===== config.mk =====
export PLATFORM = sky130hd
export DESIGN_NAME = sm4_key_sched_ctrl_flat
export DESIGN_NICKNAME = d
export VERILOG_FILES = /design/src/rtl/sm4_key_sched_ctrl_if.sv /design/src/rtl/sm4_key_sched_ctrl.sv /design/src/flat_wrapper.sv
export SDC_FILE = /design/constraint.sdc
export NUM_CORES = 2
export LEC_CHECK = 0
export BUFFER_PORTS_ARGS = -buffer_cell sky130_fd_sc_hd__buf_2
export CAP_MARGIN = 15
export CORE_MARGIN = 2
export CORE_UTILIZATION = 61
export DETAILED_ROUTE_END_ITERATION = 10
export PLACE_DENSITY = 0.8
export SYNTH_ARGS = -nofsm -noshare
export SYNTH_HDL_FRONTEND = slang
export SYNTH_SLANG_ARGS = --single-unit
export TNS_END_PERCENT = 10

===== constraint.sdc =====
create_clock -name clk -period 2.25 [get_ports clk]
set_clock_uncertainty 0.2 [all_clocks]
set_input_delay 0 -clock clk [delete_from_list [all_inputs] [get_ports clk]]
set_output_delay 0 -clock clk [all_outputs]
set_load 0.1 [all_outputs]

===== src/rtl/sm4_key_sched_ctrl_if.sv =====
// Bus bundle between the SM4 key-schedule controller and its host/round engine:
// start/master key in, round-key stream and register-file read port out.
interface sm4_key_sched_ctrl_if;
  logic         start;
  logic [127:0] mk;
  logic         busy;
  logic         done;
  logic         keys_ready;
  logic         rk_valid;
  logic [4:0]   rk_idx;
  logic [31:0]  rk_data;
  logic [4:0]   rd_addr;
  logic [31:0]  rd_data;

  modport slave (
    input  start, mk, rd_addr,
    output busy, done, keys_ready, rk_valid, rk_idx, rk_data, rd_data
  );

  modport master (
    output start, mk, rd_addr,
    input  busy, done, keys_ready, rk_valid, rk_idx, rk_data, rd_data
  );
endinterface


===== src/rtl/sm4_key_sched_ctrl.sv =====
// SM4 key expansion sequencer: one round per clock, external CK table and S-box,
// 32-entry round-key file with combinational read and a per-key output stream.
//
//  state  | meaning
//  S_IDLE | waiting for start; no file writes, round_cnt held at 0
//  S_RUN  | one key-schedule round per clock, cnt = round being computed
module sm4_key_sched_ctrl #(
  parameter int NROUNDS = 32
) (
  input  logic                        clk,
  input  logic                        rst_n,
  sm4_key_sched_ctrl_if.slave         bus,
  output logic [4:0]                  round_cnt_o,
  input  logic [31:0]                 cki_i,
  output logic [31:0]                 sbox_in_o,
  input  logic [31:0]                 sbox_out_i
);

  localparam logic [127:0] FK = 128'hA3B1BAC6_56AA3350_677D9197_B27022DC;
  localparam logic [4:0]   LAST_CNT = 5'(NROUNDS - 1);

  typedef enum logic {S_IDLE, S_RUN} state_e;

  state_e      state_q, state_d;
  logic [31:0] k0_q, k1_q, k2_q, k3_q;
  logic [31:0] k0_d, k1_d, k2_d, k3_d;
  logic [4:0]  cnt_q, cnt_d;
  logic        busy_q, busy_d;
  logic        done_q, done_d;
  logic        keys_ready_q, keys_ready_d;
  logic        rk_valid_q, rk_valid_d;
  logic [4:0]  rk_idx_q, rk_idx_d;
  logic [31:0] rk_data_q, rk_data_d;
  logic [31:0] file_q [32];
  logic        file_we;
  logic [31:0] b, rk;

  // L' linear transform of the key schedule applied to the S-box output
  assign b  = sbox_out_i;
  assign rk = k0_q ^ b ^ {b[18:0], b[31:19]} ^ {b[8:0], b[31:9]};

  assign sbox_in_o   = k1_q ^ k2_q ^ k3_q ^ cki_i;
  assign round_cnt_o = (state_q == S_RUN) ? cnt_q : 5'd0;

  always_comb begin
    state_d      = state_q;
    k0_d         = k0_q;
    k1_d         = k1_q;
    k2_d         = k2_q;
    k3_d         = k3_q;
    cnt_d        = cnt_q;
    busy_d       = busy_q;
    done_d       = 1'b0;
    keys_ready_d = keys_ready_q;
    rk_valid_d   = 1'b0;
    rk_idx_d     = rk_idx_q;
    rk_data_d    = rk_data_q;
    file_we      = 1'b0;
    unique case (state_q)
      S_IDLE: begin
        if (bus.start) begin
          k0_d         = bus.mk[127:96] ^ FK[127:96];
          k1_d         = bus.mk[95:64]  ^ FK[95:64];
          k2_d         = bus.mk[63:32]  ^ FK[63:32];
          k3_d         = bus.mk[31:0]   ^ FK[31:0];
          cnt_d        = 5'd0;
          busy_d       = 1'b1;
          keys_ready_d = 1'b0;
          state_d      = S_RUN;
        end
      end
      S_RUN: begin
        k0_d       = k1_q;
        k1_d       = k2_q;
        k2_d       = k3_q;
        k3_d       = rk;
        file_we    = 1'b1;
        rk_valid_d = 1'b1;
        rk_idx_d   = cnt_q;
        rk_data_d  = rk;
        cnt_d      = cnt_q + 5'd1;
        if (cnt_q == LAST_CNT) begin
          state_d      = S_IDLE;
          busy_d       = 1'b0;
          done_d       = 1'b1;
          keys_ready_d = 1'b1;
        end
      end
      default: state_d = S_IDLE;
    endcase
  end

  always_ff @(posedge clk or negedge rst_n) begin
    if (!rst_n) begin
      state_q      <= S_IDLE;
      k0_q         <= '0;
      k1_q         <= '0;
      k2_q         <= '0;
      k3_q         <= '0;
      cnt_q        <= '0;
      busy_q       <= 1'b0;
      done_q       <= 1'b0;
      keys_ready_q <= 1'b0;
      rk_valid_q   <= 1'b0;
      rk_idx_q     <= '0;
      rk_data_q    <= '0;
    end else begin
      state_q      <= state_d;
      k0_q         <= k0_d;
      k1_q         <= k1_d;
      k2_q         <= k2_d;
      k3_q         <= k3_d;
      cnt_q        <= cnt_d;
      busy_q       <= busy_d;
      done_q       <= done_d;
      keys_ready_q <= keys_ready_d;
      rk_valid_q   <= rk_valid_d;
      rk_idx_q     <= rk_idx_d;
      rk_data_q    <= rk_data_d;
    end
  end

  // Round-key file; a reset wipes any partial key set
  always_ff @(posedge clk or negedge rst_n) begin
    if (!rst_n) begin
      for (int i = 0; i < 32; i++) file_q[i] <= '0;
    end else if (file_we) begin
      file_q[cnt_q] <= rk;
    end
  end

  assign bus.rd_data    = file_q[bus.rd_addr];
  assign bus.busy       = busy_q;
  assign bus.done       = done_q;
  assign bus.keys_ready = keys_ready_q;
  assign bus.rk_valid   = rk_valid_q;
  assign bus.rk_idx     = rk_idx_q;
  assign bus.rk_data    = rk_data_q;

endmodule


===== src/flat_wrapper.sv =====
// flat-port wrapper written by rule: the top's interface ports become plain ports
module sm4_key_sched_ctrl_flat 
#(
  parameter int NROUNDS = 32
)
  (clk, rst_n, round_cnt_o, cki_i, sbox_in_o, sbox_out_i, bus_start, bus_mk, bus_rd_addr, bus_busy, bus_done, bus_keys_ready, bus_rk_valid, bus_rk_idx, bus_rk_data, bus_rd_data);
  sm4_key_sched_ctrl_if bus_i ();
  input  logic clk;
  input  logic rst_n;
  output logic [4:0] round_cnt_o;
  input  logic [31:0] cki_i;
  output logic [31:0] sbox_in_o;
  input  logic [31:0] sbox_out_i;
  input wire logic [$bits(bus_i.start)-1:0] bus_start;
  input wire logic [$bits(bus_i.mk)-1:0] bus_mk;
  input wire logic [$bits(bus_i.rd_addr)-1:0] bus_rd_addr;
  output wire logic [$bits(bus_i.busy)-1:0] bus_busy;
  output wire logic [$bits(bus_i.done)-1:0] bus_done;
  output wire logic [$bits(bus_i.keys_ready)-1:0] bus_keys_ready;
  output wire logic [$bits(bus_i.rk_valid)-1:0] bus_rk_valid;
  output wire logic [$bits(bus_i.rk_idx)-1:0] bus_rk_idx;
  output wire logic [$bits(bus_i.rk_data)-1:0] bus_rk_data;
  output wire logic [$bits(bus_i.rd_data)-1:0] bus_rd_data;
  assign bus_i.start = bus_start;
  assign bus_i.mk = bus_mk;
  assign bus_i.rd_addr = bus_rd_addr;
  assign bus_busy = bus_i.busy;
  assign bus_done = bus_i.done;
  assign bus_keys_ready = bus_i.keys_ready;
  assign bus_rk_valid = bus_i.rk_valid;
  assign bus_rk_idx = bus_i.rk_idx;
  assign bus_rk_data = bus_i.rk_data;
  assign bus_rd_data = bus_i.rd_data;
  sm4_key_sched_ctrl #(.NROUNDS(NROUNDS)) u_core (.clk(clk), .rst_n(rst_n), .bus(bus_i), .round_cnt_o(round_cnt_o), .cki_i(cki_i), .sbox_in_o(sbox_in_o), .sbox_out_i(sbox_out_i));
endmodule

==> reports/qor.csv, run 1 <==
metric;value;unit
Root Buffer;clkbuf_16;
Syn Inst Count;5543;
GRT Residual Overflow;476;
EDFF count, synth;0;
final weighted congestion in routability-driven placement;0.8862;
IO Pins;310;
gr usage total;68.97;%
std cell rows;109;
clock sink count;1199;
synthesized flop and latch total;1199;
CTS Buffer Depth;3;
Unique masters post-synth;37;
top cells by area, synth;dfrtp_1, mux2i_1, a21oi_1;
ys flop type;dfrtp_1;
largest net degree at the start of global routing;105;
post-synth top area share;55.27;%
leading area contributor after synthesis;dfrtp_1;
vias in the first global route;60620;
post-synthesis sequential area ratio;55.27;%
mean post-synth cell area;9.793;µm²
Initial Utilization;61.52;%
status;aborted with a tool error;
Mapped Nets;5749;
Last stage;5_1_grt;
first-pass GRT wire length;450000;µm
die width;302.3;µm
Halt Reason;[ERROR GRT-0116] Global routing finished with congestion. Check the congestion regions in the DRC Viewer.;
Synthesis Warnings;0;
port buffer count;309;
H-tree depth;3;
synthesized cell area;54280;µm²
die height;302.3;µm
Num CTS Buffers;117;
HPWL Detailed;102800;µm
Async SR Flop Fraction;100.0;%
metrics by stage:
step / hold slack, ps / setup TNS [ps] / cells / setup slack [ps] / area [µm²]
floorplan: -495.6 / -2781 / 5543 / -74.51 / 54310
global placement: -239.4 / 0 / 6810 / 153.3 / 59750
detailed placement: -233.3 / 0 / 6810 / 96.02 / 59750
CTS: 29.15 / -7849 / 7526 / -225.8 / 69160
logic make-up after synthesis:
logic type | synth area share [%]
compound gates | 15.32
mux | 10.67
simple gates | 11.48
fa+ha+maj | 0.1383
flops | 55.27
buf+inv | 4.022
xor+xnor | 3.098
routing by layer:
metal | overflow | track usage [%]
met3 | 54 | 58.46
met1 | 66 | 70.95
met2 | 192 | 82.46
met5 | 3 | 39.29
met4 | 161 | 59.05
Yosys cell counts (all sizes together) (6+ instances only):
master,n
a22o,64
nand2,459
nor2b,22
clkbuf,257
ha,6
xor2,32
buf,226
mux2i,573
and2,6
a22oi,96
dfrtp,1199
a21oi,979
nor2,891
nand3,104
inv,6
xnor2,160
nand2b,8
o21ai,357
nor3,36
a211oi,18
a31oi,32
what timing repair did:
action                                  4_1_cts
endpoints found under the setup margin       39
hold buffers                                493
gates resized for setup                      67
gates cloned                                  0
hold endpoints to repair                   2157
buffers inserted                              4
pin swaps                                    24
==> inputs of run 2 (changes only) <==
Settings changed: CORE_UTILIZATION 61 to 40, PLACE_DENSITY 0.8 to default, PLACE_DENSITY_LB_ADDON from default to 0.15.
==> reports/qor.csv, run 2 <==
metric;value;unit;change
status;finished with violations;;
failing checks;setup timing;;
fillers;11870;;
Hold Crit Class;in2reg;;
insertion delay to the later sink of the worst-skew pair;770;ps;
Top reg by flops;u_core.file_q;;
DRT antenna net count;0;;
top cells by area, synth;dfrtp_1, mux2i_1, a21oi_1;;
Via density;5.353;;
post-synth top area share;55.27;%;unchanged
RSZ-0062 raised after global routing;true;;
ys flop type;dfrtp_1;;
worst r2r src;u_core.k0_q[14];;
Routed WL;183900;µm;
GRT Residual Overflow;0;;
maximum vdd drop;2.730;mV;
Syn Inst Count;5543;;unchanged
most frequent cells in the layout;dfrtp_1, a21oi_1, nor2_1, mux2i_1, dlygate4sd3_1;;
Layout Nets;6514;;
busiest layer in global routing;met2;;
largest net degree at the start of global routing;118;;
Largest register FFs;1024;;
share of layout cells above drive strength 1;15.28;%;
min-delay src;bus_start;;
CTS tree;built;;
Mapped Nets;5749;;unchanged
die width;372.4;µm;+23%
Slew @ Worst Pin;1069;ps;
Commonest cells post-synth;dfrtp_1, a21oi_1, nor2_1;;
leading area contributor after synthesis;dfrtp_1;;
grt met1 use;36.26;%;
gr usage total;26.61;%;
IO Pins;310;;unchanged
Async SR Flop Fraction;100.0;%;unchanged
fin cells;8207;;
leading cell type in the layout, fill and taps excluded;dfrtp_1;;
Unique masters post-synth;37;;unchanged
Synthesis Warnings;0;;unchanged
met2 Usage GRT;42.94;%;
initial drt markers;3405;;
CP delay by family, top;compound AO/OA/AOI/OAI gates;;
fin crit share;110.5;%;
CP Capture Type;primary output;;
Max-Cap Viols;0;;
GR Util met3;3.724;%;
Pwr Density;1522;nW/µm²;
Worst setup SP type;flop;;
Worst Reg-to-Reg Cells;5;;
Die Footprint;138700;µm²;
Worst path slowest cell;dfrtp_1;;
Final min period;2487;ps;
Num CTS Buffers;135;;+15%
crit path max fanout;2;;
top-count cell post-synth;dfrtp_1;;
port buffer count;309;;unchanged
CTS clk-pin slew, worst paths;60;ps;
Core Region;135100;µm²;
drt pass-1 iters;6;;
Placed Area;60820;µm²;+1.8%
die height;372.4;µm;+23%
critical path class;reg2out;;
initial antenna violation count;16;;
DR WL/cell;22.41;µm;
synthesized cell area;54280;µm²;unchanged
Pleak;30.89;nW;
Power Total;0.1084;W;
pins over their slew limit;0;;
first-pass GRT wire length;278900;µm;
final weighted congestion in routability-driven placement;0.8473;;-4.4%
Max stage delay on crit path;370;ps;
CP required;2050;ps;
Final Hold Vio Count;0;;
vias in the first global route;44070;;
hold path depth;4;;
synthesized flop and latch total;1199;;unchanged
mean post-synth cell area;9.793;µm²;unchanged
reg-to-reg critical path endpoint;u_core.file_q[846];;
H-tree depth;4;;+1
HPWL Detailed;114000;µm;+11%
post-synthesis sequential area ratio;55.27;%;unchanged
reg2reg setup slack;-120;ps;
Cell Chain, Critical Path;mux2i_1, a22o_1, nor3_2, a31oi_2, nand3_2, buf_12;;
worst path bufs/invs;1;;
std cell rows;135;;+24%
P&R area growth vs syn;31.19;%;
slew margin rel.;28.37;%;
Root Buffer;clkbuf_16;;
setup TNS;-11760;ps;
Setup violations, final;126;;
final setup margin;-236.6;ps;
Initial Utilization;40.17;%;-21 points
CTS Buffer Depth;3;;unchanged
DRC;0;;
critical path arrival;2290;ps;
Fmax;402.2;MHz;
post-route cell area;71210;µm²;
Worst Hold End;u_core.cnt_q[4];;
clock sink count;1199;;unchanged
pre-CTS setup slack;-79.50;ps;-175.5 ps
EDFF count, synth;0;;unchanged
vias;43930;;
Placed Cells;7450;;+9.4%
run 2: worst max path at each step:
stage / from / endpoint / cells after the start
3_5_place_dp: bus_rd_addr[0] / bus_rd_data[21] / 10
3_3_place_gp: bus_rd_addr[0] / bus_rd_data[21] / 10
6_report: u_core.file_q[945] / bus_rd_data[17] / 6
4_1_cts: u_core.file_q[997] / bus_rd_data[5] / 7
5_1_grt: u_core.file_q[945] / bus_rd_data[17] / 6
2_1_floorplan: u_core.k3_q[20] / sbox_in_o[20] / 2
run 2: kinds of logic after synthesis:
group / count (synthesis) / synth area share [%]
flops: 1199 / 55.27
simple gates: 1531 / 11.48
mux: 578 / 10.67
fa+ha+maj: 6 / 0.1383
compound gates: 1548 / 15.32
buf+inv: 489 / 4.022
xor+xnor: 192 / 3.098
run 2: timing repair:
action | CTS | global route
gates cloned | 2 | 0
pin swaps | 36 | 10
hold buffers | 505 | 1
setup endpoints to repair | 59 | 195
resized for setup | 115 | 19
endpoints found under the hold margin | 2357 | 2
buffers inserted | 1 | 2
run 2: layout make-up:
type                    instances  area, µm²  area share [%]
diodes                         12      30.03         0.04217
inverters                       6      26.28         0.03690
multi-input cells            3855      23050           32.37
well taps                    1781       2228           3.129
clock inverters                38      496.7          0.6975
flip-flops and latches       1199      30010           42.14
clock buffers                 205       4050           5.687
repair buffers               1111      11320           15.90
run 2: per-layer routing:
| layer | routed length, µm | vias up |
|---|---|---|
| met5 | 25 | - |
| met4 | 7031 | 4 |
| met3 | 8520 | 349 |
| met2 | 86330 | 1235 |
| met1 | 81980 | 21810 |
| li1 | - | 20530 |
run 2: power by group:
group	total [W]	leakage, nW	switching, W	internal, W
combinational	0.0481	15.7	0.0322	0.0159
clock	0.0228	2.23	0.00919	0.0136
sequential	0.0375	13.0	0.00605	0.0315
run 2: tightest hold or removal path, cell delays in order:
cell            delay (ps)
buf_12                 200
dlymetal6s4s_1         370
buf_12                 190
o21ai_0                150
run 2: stage by stage:
step	hold slack, ps	utilization, %
floorplan	-495.6	-
global placement	-257.7	45.01
detailed placement	-259.2	45.01
CTS	112.7	52.61
global route	14.91	52.70
finish	12.47	52.70
(Power assumes the default switching activity.)
